==> src/rtl/bcd_to_bin_seq.sv <==
// Sequential packed-BCD to binary converter (reverse double dabble, one step per clock).
// Define BCD_TO_BIN_ERRCHK_EN to flag non-decimal digits and finish those requests early.
module bcd_to_bin_seq #(
    parameter int DIGITS = 2,
    parameter int BIN_W  = 7
) (
    input  logic                  clk,
    input  logic                  rst,
    input  logic                  start,
    input  logic [4*DIGITS-1:0]   bcd_in,
    output logic                  busy,
    output logic                  done,
    output logic [BIN_W-1:0]      bin_out,
    output logic                  err
);

    localparam int W     = 4 * DIGITS;
    localparam int CNT_W = $clog2(W + 1);

    localparam logic [1:0] S_IDLE  = 2'd0;
    localparam logic [1:0] S_SHIFT = 2'd1;
    localparam logic [1:0] S_DONE  = 2'd2;

    localparam logic [CNT_W-1:0] LAST_STEP = CNT_W'(W - 1);

    // After the right shift, any digit >= 8 drops by 3 (per-digit, no borrow between digits).
    function automatic logic [W-1:0] sub3_digits(input logic [W-1:0] d);
        logic [W-1:0] r;
        r = d;
        for (int i = 0; i < DIGITS; i++) begin
            if (d[4*i+3])
                r[4*i +: 4] = d[4*i +: 4] - 4'd3;
        end
        return r;
    endfunction

`ifdef BCD_TO_BIN_ERRCHK_EN
    function automatic logic has_bad_digit(input logic [W-1:0] d);
        logic bad;
        bad = 1'b0;
        for (int i = 0; i < DIGITS; i++) begin
            if (d[4*i+3] && (d[4*i+2] || d[4*i+1]))
                bad = 1'b1;
        end
        return bad;
    endfunction
`endif

    logic [1:0]       state;
    logic [CNT_W-1:0] cnt;
    logic [W-1:0]     dig_reg;
    // Holds bits [W-1:1] of the binary accumulator; bit 0 is never needed because the
    // final result is taken combinationally as {dig_reg[0], bin_reg} on the last step.
    logic [W-2:0]     bin_reg;
    logic             accept;

    assign accept = start && (state != S_SHIFT);
    assign busy   = (state == S_SHIFT);
    assign done   = (state == S_DONE);

    always_ff @(posedge clk) begin
        if (accept) begin
            dig_reg <= bcd_in;
            bin_reg <= '0;
        end else if (state == S_SHIFT) begin
            dig_reg <= sub3_digits({1'b0, dig_reg[W-1:1]});
            bin_reg <= {dig_reg[0], bin_reg[W-2:1]};
        end
    end

`ifdef BCD_TO_BIN_ERRCHK_EN
    logic err_q;
    assign err = err_q;
`else
    assign err = 1'b0;
`endif

    always_ff @(posedge clk or posedge rst) begin
        if (rst) begin
            state   <= S_IDLE;
            cnt     <= '0;
            bin_out <= '0;
`ifdef BCD_TO_BIN_ERRCHK_EN
            err_q   <= 1'b0;
`endif
        end else begin
            case (state)
                S_IDLE, S_DONE: begin
                    if (start) begin
                        cnt <= '0;
`ifdef BCD_TO_BIN_ERRCHK_EN
                        if (has_bad_digit(bcd_in)) begin
                            state   <= S_DONE;
                            bin_out <= '0;
                            err_q   <= 1'b1;
                        end else begin
                            state   <= S_SHIFT;
                        end
`else
                        state <= S_SHIFT;
`endif
                    end else begin
                        state <= S_IDLE;
                    end
                end
                S_SHIFT: begin
                    cnt <= cnt + 1'b1;
                    if (cnt == LAST_STEP) begin
                        state   <= S_DONE;
                        bin_out <= BIN_W'({dig_reg[0], bin_reg});
`ifdef BCD_TO_BIN_ERRCHK_EN
                        err_q   <= 1'b0;
`endif
                    end
                end
                default: state <= S_IDLE;
            endcase
        end
    end

endmodule

==> config.mk <==
export PLATFORM = sky130hd
export DESIGN_NAME = bcd_to_bin_seq
export DESIGN_NICKNAME = d
export VERILOG_FILES = /design/src/rtl/bcd_to_bin_seq.sv
export SDC_FILE = /design/constraint.sdc
export NUM_CORES = 1
export LEC_CHECK = 0
export CAP_MARGIN = 10
export CORE_MARGIN = 3
export CORE_UTILIZATION = 53
export CTS_BUF_LIST = sky130_fd_sc_hd__clkbuf_4 sky130_fd_sc_hd__clkbuf_8
export DETAILED_ROUTE_END_ITERATION = 10
export GPL_TIMING_DRIVEN = 0
export PLACE_DENSITY = 0.8
export SLEW_MARGIN = 0
export SYNTH_ARGS = -nofsm -noshare
export SYNTH_HDL_FRONTEND = slang
export SYNTH_SLANG_ARGS = --single-unit
==> constraint.sdc <==
create_clock -name clk -period 1.5 [get_ports clk]
set_input_delay 0.3 -clock clk [delete_from_list [all_inputs] [get_ports clk]]
set_output_delay 0.3 -clock clk [all_outputs]
set_load 0.05 [all_outputs]
==> results of run 1 <==
==> layout make-up <==
cell class                      count  area share [%]
Clock buffer                        3           1.396
Multi-Input combinational cell     70           29.17
Sequential cell                    28           43.83
Clock inverter                      1           1.862
Tap cell                           27           2.095
Inverter                            5           1.629
Timing Repair Buffer               30           18.54
Buffer                              3           1.474
==> cells by family after synthesis <==
logic type / count (synthesis) / synth area share (%)
other: 1 / 0.3109
multiplexers: 12 / 11.10
flip-flops: 28 / 58.51
AO/OA/AOI/OAI: 13 / 5.913
buffers and inverters: 8 / 2.903
XOR/XNOR: 3 / 2.179
AND/OR/NAND/NOR: 39 / 17.01
adder cells (fa/ha/maj): 2 / 2.074
==> how the worst max path moves through the flow <==
stage,startpoint,cells past startpoint,to
2_1_floorplan,state[0],4,dig_reg[4]
3_3_place_gp,start,4,dig_reg[4]
3_5_place_dp,start,4,dig_reg[5]
4_1_cts,state[0],4,busy
5_1_grt,state[1],4,busy
6_report,state[1],4,busy
==> report_power, final <==
part / switching, mW / leakage, nW / internal [mW]
clock network: 0.209 / 0.0279 / 0.270
logic: 1.01 / 0.385 / 0.783
registers: 0.236 / 0.304 / 1.20
total: 1.45 / 0.717 / 2.25
==> critical path, stage by stage (launching register included) <==
cell      delay, ns
dfrtp_1        0.41
nand2b_4       0.19
inv_4          0.08
buf_6          0.11
buf_8          0.14
==> cell usage in the layout (no fill, tap or decap), drive strengths merged, types with 2 or more instances in the layout <==
cell type	netlist	routed
a21oi	4	4
buf	2	15
clkbuf	1	4
clkdlybuf4s15	0	7
clkdlybuf4s50	0	9
dfrtp	13	13
dfxtp	7	7
edfxtp	8	8
ha	2	2
inv	4	4
mux2	11	11
nand2	18	18
nand3	10	10
nor2	4	4
nor2b	2	2
o21ai	7	7
xnor2	3	3
==> routing by layer <==
layer / part of all wire, % / vias up
li1: - / 430
met4: 0.54 / 0
met3: 4.2 / 2
met1: 48 / 407
met5: 0 / -
met2: 48 / 26
==> metrics by stage <==
stage	area (sq um)	power, mW
after floorplan	1206	2.495
after global placement	1430	2.889
after detailed placement	1430	2.957
after CTS	1559	3.561
after global routing	1613	3.923
final	1613	3.701
==> timing repair <==
action | in CTS | in global routing
endpoints found under the hold margin | 0 | 0
setup endpoints to repair | 31 | 17
pin swaps | 1 | 1
buffers inserted | 5 | 6
gates resized for setup | 44 | 3
==> summary.md, run 1 <==
| Metric | Value |
|---|---|
| Outcome | `complete, but fails checks` |
| Failing checks | `negative setup slack` |
| Final worst path period need | `about 1.5 ns` |
| Core Footprint | `2062 sq um` |
| Post-Syn Nets | `119` |
| Share of cells above drive strength 1 | `32.86%` |
| Critical path class | `register to output port` |
| Net count reported at finish | `154` |
| CTS root buffer | `clkbuf_4` |
| First drt pass iteration count | `4` |
| # DRC | `0` |
| Via/cell ratio | `5.180` |
| Cells after Synth | `about 110` |
| Post-DR wirelength/cell | `14.42 microns` |
| Worst Path Arrival | `~1.2 ns` |
| Vias post-DR | `between 800 and 900` |
| Setup crit end kind | `output port` |
| Reg2Reg Depth | `5` |
| Worst endpoint required time | `1.20 ns` |
| Reg-to-Reg Start | `state[0]` |
| Die height | `around 54 microns` |
| Clk slew on worst S/H paths | `0.15 ns` |
| Total congestion overflow | `0` |
| All-Layer GR Usage | `17.71%` |
| Post-synth top area share | `between 20% and 30%` |
| Post-Syn Area | `1206 sq um` |
| GRT met2 Usage | `27.42%` |
| Met1 usage | `between 20% and 30%` |
| Leakage | `0.7171 nW` |
| Average cell area after synthesis | `11.38 sq um` |
| 1st-iter DRT viols | `17` |
| CTS tree | `yes` |
| Vias in the first global route | `833` |
| Max-cap violations | `0` |
| Final Cycle Share | `102.0%` |
| Synth area leader | `dfrtp_1` |
| Hold_ws | `0.2993 ns` |
| Pwr dens | `2295 nW/um^2` |
| Sequential area share after synthesis | `58.51%` |
| Worst IR drop on VDD | `1569 uV` |
| Post-Route WL | `2.408 mm` |
| Clk sinks | `28` |
| Worst-Margin Slew | `0.5220 ns` |
| H-tree levels | `1` |
| HPWL after DPL | `1.524 mm` |
| Count of hold-fix buffers inserted at cts | `0` |
| Placer Congestion | `0.8038` |
| DP Cell Count | `around 150` |
| Fill cells | `109` |
| Maximum clock path buffer count | `2` |
| Post-Route Setup TNS | `-0.05713 ns` |
| Max FFs per register | `8` |
| Number of synthesized flops with an enable pin | `8` |
| Final Max Tran Viols | `0` |
| Initial antenna violation count | `0` |
| Crit Reg-Reg Endpoint | `dig_reg[5]` |
| Layout area overhead | `33.71%` |
| Num rows | `16` |
| Cell with the most instances after synthesis | `nand2_1` |
| Fin util | `78.22%` |
| Relative slew slack | `65.16%` |
| Register-to-register setup slack | `-0.01 ns` |
| Area of the multi-input gates | `470.5 sq um` |
| Initial Util | `58.50%` |
| GR peak layer | `met2` |
| Die area | `approximately 2900 sq um` |
| Number of setup violations in the final report | `4` |
| Port Buffers | `19` |
| Async SR Flop Fraction | `a little under half` |
| Worst Skew | `0.01078 ns` |
| Clock latency on the worst-skew pair | `0.32 ns` |
| Post-synthesis cell type count | `27` |
| DIE WIDTH | `about 54 microns` |
| Fmax | `roughly 0.65 GHz` |
| Routed Antenna Nets | `0` |
| Finished Layout Cells | `167` |
| IO Count | `21` |
| Top cells by count, synth | `18 x nand2_1, 13 x dfrtp_1, 11 x mux2_2, 10 x nand3_1, 8 x edfxtp_1` |
| Setup WS pre-CTS | `-0.6539 ns` |
| Critical Path Source Type | `register` |
| Critical Path Fanout Max | `5` |
| Register area | `706.9 sq um` |
| Final count of hold timing violations | `0` |
| Top FF cell, synth | `dfrtp_1` |
| Grt met3 use | `2.770%` |
| Synthesized flop and latch total | `28` |
| First-pass GRT wire length | `3.657 mm` |
| Worst hold path class | `primary input to async pin` |
| Pin count of the biggest net entering global routing | `17` |
| ANT cells | `0` |
| RSZ-0062 raised after global routing | `true` |
| Slack of the critical path | `-0.03038 ns` |
| Total CTS buffers | `3` |
| YS warnings | `0` |
| Largest cells by area after synthesis | `dfrtp_1 27%, edfxtp_1 20%, dfxtp_1 12%` |
No activity file was read; power rests on OpenSTA's default activity.
==> run 2, diff against run 1 <==
--- a/config.mk
+++ b/config.mk
@@ -6,7 +6,7 @@
 export NUM_CORES = 1
 export LEC_CHECK = 0
 export CAP_MARGIN = 10
-export CORE_MARGIN = 3
+export CORE_MARGIN = 4
 export CORE_UTILIZATION = 53
 export CTS_BUF_LIST = sky130_fd_sc_hd__clkbuf_4 sky130_fd_sc_hd__clkbuf_8
 export DETAILED_ROUTE_END_ITERATION = 10
==> summary.md, run 2 (same netlist as run 1, synthesis figures left out) <==
| Metric | Value |
|---|---|
| Leakage | `0.7057 nW (was 0.7171 nW)` |
| Max FFs per register | `8 (unchanged)` |
| IO Count | `21 (unchanged)` |
| Count of hold-fix buffers inserted at cts | `0 (unchanged)` |
| Critical Path Source Type | `register (unchanged)` |
| Initial antenna violation count | `0 (unchanged)` |
| CTS tree | `yes (unchanged)` |
| Critical Path Fanout Max | `10 (was 5)` |
| Top delay family on crit path | `flip-flops (unchanged)` |
| Final Cycle Share | `104.9% (was 102.0%)` |
| Setup crit end kind | `output port (unchanged)` |
| Pwr dens | `2286 nW/um^2 (was 2295 nW/um^2)` |
| Cell Area, Placed | `1431 sq um (was 1430 sq um)` |
| Finished Layout Cells | `160 (was 167)` |
| Final count of hold timing violations | `0 (unchanged)` |
| Post-Route WL | `2.204 mm (was 2.408 mm)` |
| Final Instance Area | `1554 sq um (was 1613 sq um)` |
| Pin count of the biggest net entering global routing | `17 (unchanged)` |
| Via/cell ratio | `5.100 (was 5.180)` |
| Crit Reg-Reg Endpoint | `bin_out[1] (was dig_reg[5])` |
| Clk sinks | `28 (unchanged)` |
| DP Cell Count | `153 (was 152)` |
| Power, Total | `3.553 mW (was 3.701 mW)` |
| Most frequent cells in the layout | `17 x nand2_1, 12 x dfrtp_1, 10 x nand3_1, 9 x clkdlybuf4s50_1, 8 x edfxtp_1 (was 17 x nand2_1, 12 x dfrtp_1, 11 x mux2_2, 11 x buf_4, 10 x nand3_1)` |
| Worst endpoint required time | `1.20 ns (about the same)` |
| Routed Antenna Nets | `0 (unchanged)` |
| Switch share | `39.43% (was 39.18%)` |
| Final worst path period need | `1.574 ns (was 1.530 ns)` |
| Max-cap violations | `0 (unchanged)` |
| P_int | `2.152 mW (was 2.251 mW)` |
| Vias in the first global route | `858 (was 833)` |
| Most common cell after layout, fill and taps aside | `nand2_1 (unchanged)` |
| Final Max Tran Viols | `0 (unchanged)` |
| Clock latency on the worst-skew pair | `0.31 ns (was 0.32 ns)` |
| 1st-iter DRT viols | `14 (was 17)` |
| # DRC | `0 (unchanged)` |
| Part of the power in registers | `41.2% (was 38.7%)` |
| ANT cells | `0 (unchanged)` |
| Die height | `55.71 microns (was 53.71 microns)` |
| Layout area overhead | `28.84% (was 33.71%)` |
| Port Buffers | `19 (unchanged)` |
| Initial Util | `55.05% (was 58.50%)` |
| Post-Route Setup TNS | `-0.07352 ns (was -0.05713 ns)` |
| Crit-path cells | `nand2b_4 > inv_4 > buf_8 > buf_8 (was nand2b_4 > inv_4 > buf_6 > buf_8)` |
| Fmax | `0.6355 GHz (was 0.6534 GHz)` |
| Register-to-register setup slack | `0.04 ns (was -0.01 ns)` |
| CP most frequent cell | `buf_8` |
| Failing checks | `negative setup slack (unchanged)` |
| Critical path class | `register to output port (unchanged)` |
| Worst Skew | `0.008543 ns (was 0.01078 ns)` |
| Fin util | `70.93% (was 78.22%)` |
| RSZ-0062 raised after global routing | `true (unchanged)` |
| Maximum clock path buffer count | `2 (unchanged)` |
| Reg-to-Reg Start | `cnt[1] (was state[0])` |
| Share of cells above drive strength 1 | `28.79% (was 32.86%)` |
| Reg2Reg Depth | `5 (unchanged)` |
| Outcome | `complete, but fails checks (unchanged)` |
| Clock share of power | `13.4% (was 12.9%)` |
| Core Footprint | `2191 sq um (was 2062 sq um)` |
| Critical Path Max Stage Delay | `0.41 ns (about the same)` |
| Total CTS buffers | `3 (unchanged)` |
| All-Layer GR Usage | `15.22% (was 17.71%)` |
| Number of setup violations in the final report | `1 (was 4)` |
| Clk slew on worst S/H paths | `0.15 ns (about the same)` |
| Gate power share | `45.5% (was 48.3%)` |
| Die area | `3103 sq um (was 2884 sq um)` |
| H-tree levels | `1 (unchanged)` |
| Worst Path Arrival | `1.27 ns (was 1.23 ns)` |
| Buf/Inv on CP | `3 (unchanged)` |
| Worst hold path class | `primary input to async pin (unchanged)` |
| Vias post-DR | `816 (was 865)` |
| Placer Congestion | `0.7953 (was 0.8038)` |
| Worst IR drop on VDD | `1531 uV (was 1569 uV)` |
| Post-DR wirelength/cell | `13.78 microns (was 14.42 microns)` |
| Slowest stage cell, crit path | `dfrtp_1 (unchanged)` |
| Num rows | `17 (was 16)` |
| P_sw | `1.401 mW (was 1.450 mW)` |
| Total congestion overflow | `0 (unchanged)` |
| DIE WIDTH | `55.71 microns (was 53.71 microns)` |
| HPWL after DPL | `1.542 mm (was 1.524 mm)` |
| Slack of the critical path | `-0.07352 ns (was -0.03038 ns)` |
| CTS root buffer | `clkbuf_4 (unchanged)` |
| Fill cells | `154 (was 109)` |
| Net count reported at finish | `146 (was 154)` |
| First drt pass iteration count | `4 (unchanged)` |
| First-pass GRT wire length | `3.760 mm (was 3.657 mm)` |
[run 2: cell types whose count changed in the layout (fill, tap and decap cells not counted), moves of 5 or more]
cell / previous run / this run
mux2_4: 0 / 6
buf_4: 11 / 3
mux2_2: 11 / 5
clkdlybuf4s15_2: 7 / 2
clkbuf_2: 1 / 6
[run 2: worst max-delay path by stage]
stage | from | to | cells past startpoint
2_1_floorplan | state[0] | dig_reg[4] | 4
3_3_place_gp | start | dig_reg[4] | 4
3_5_place_dp | start | dig_reg[4] | 4
4_1_cts | state[1] | busy | 4
5_1_grt | state[1] | busy | 4
6_report | state[1] | busy | 4
[run 2: metal layers]
layer,GRT usage [%],vias up,part of all wire (%)
met4,3.125,0,0.59
met5,0,-,0
met3,4.176,2,4.1
li1,-,415,-
met2,26.01,13,49
met1,19.31,386,47
[run 2: timing repair]
item	in CTS	in global routing
setup endpoints to repair	30	22
gates cloned	0	0
buffers inserted	2	1
endpoints found under the hold margin	0	0
pin swaps	1	1
gates resized for setup	37	19
[run 2: layout make-up]
type	instances	area [sq um]	share of cell area [%]
flip-flops and latches	28	706.9	45.49
multi-input cells	70	498.0	32.05
repair buffers	22	207.7	13.37
well taps	28	35.03	2.254
clock inverters	1	30.03	1.932
plain buffers	3	27.53	1.771
inverters	5	26.28	1.691
clock buffers	3	22.52	1.449
[run 2: metrics by stage]
| stage | setup WS [ns] | hold WS (ns) |
|---|---|---|
| after global placement | -0.6491 | 0.4287 |
| after global routing | -0.1341 | 0.3035 |
| final | -0.07352 | 0.2766 |
| after floorplan | 0.1418 | 0.1770 |
| after CTS | -0.1091 | 0.2950 |
| after detailed placement | -0.6421 | 0.4358 |
[run 2: power groups by stage]
stage	combinational [mW]	sequential, mW	clock [mW]
global route	1.76	1.50	0.516
finish	1.62	1.46	0.475
global placement	1.44	1.45	0
floorplan	0.766	1.73	0
CTS	1.53	1.45	0.481
detailed placement	1.48	1.47	0
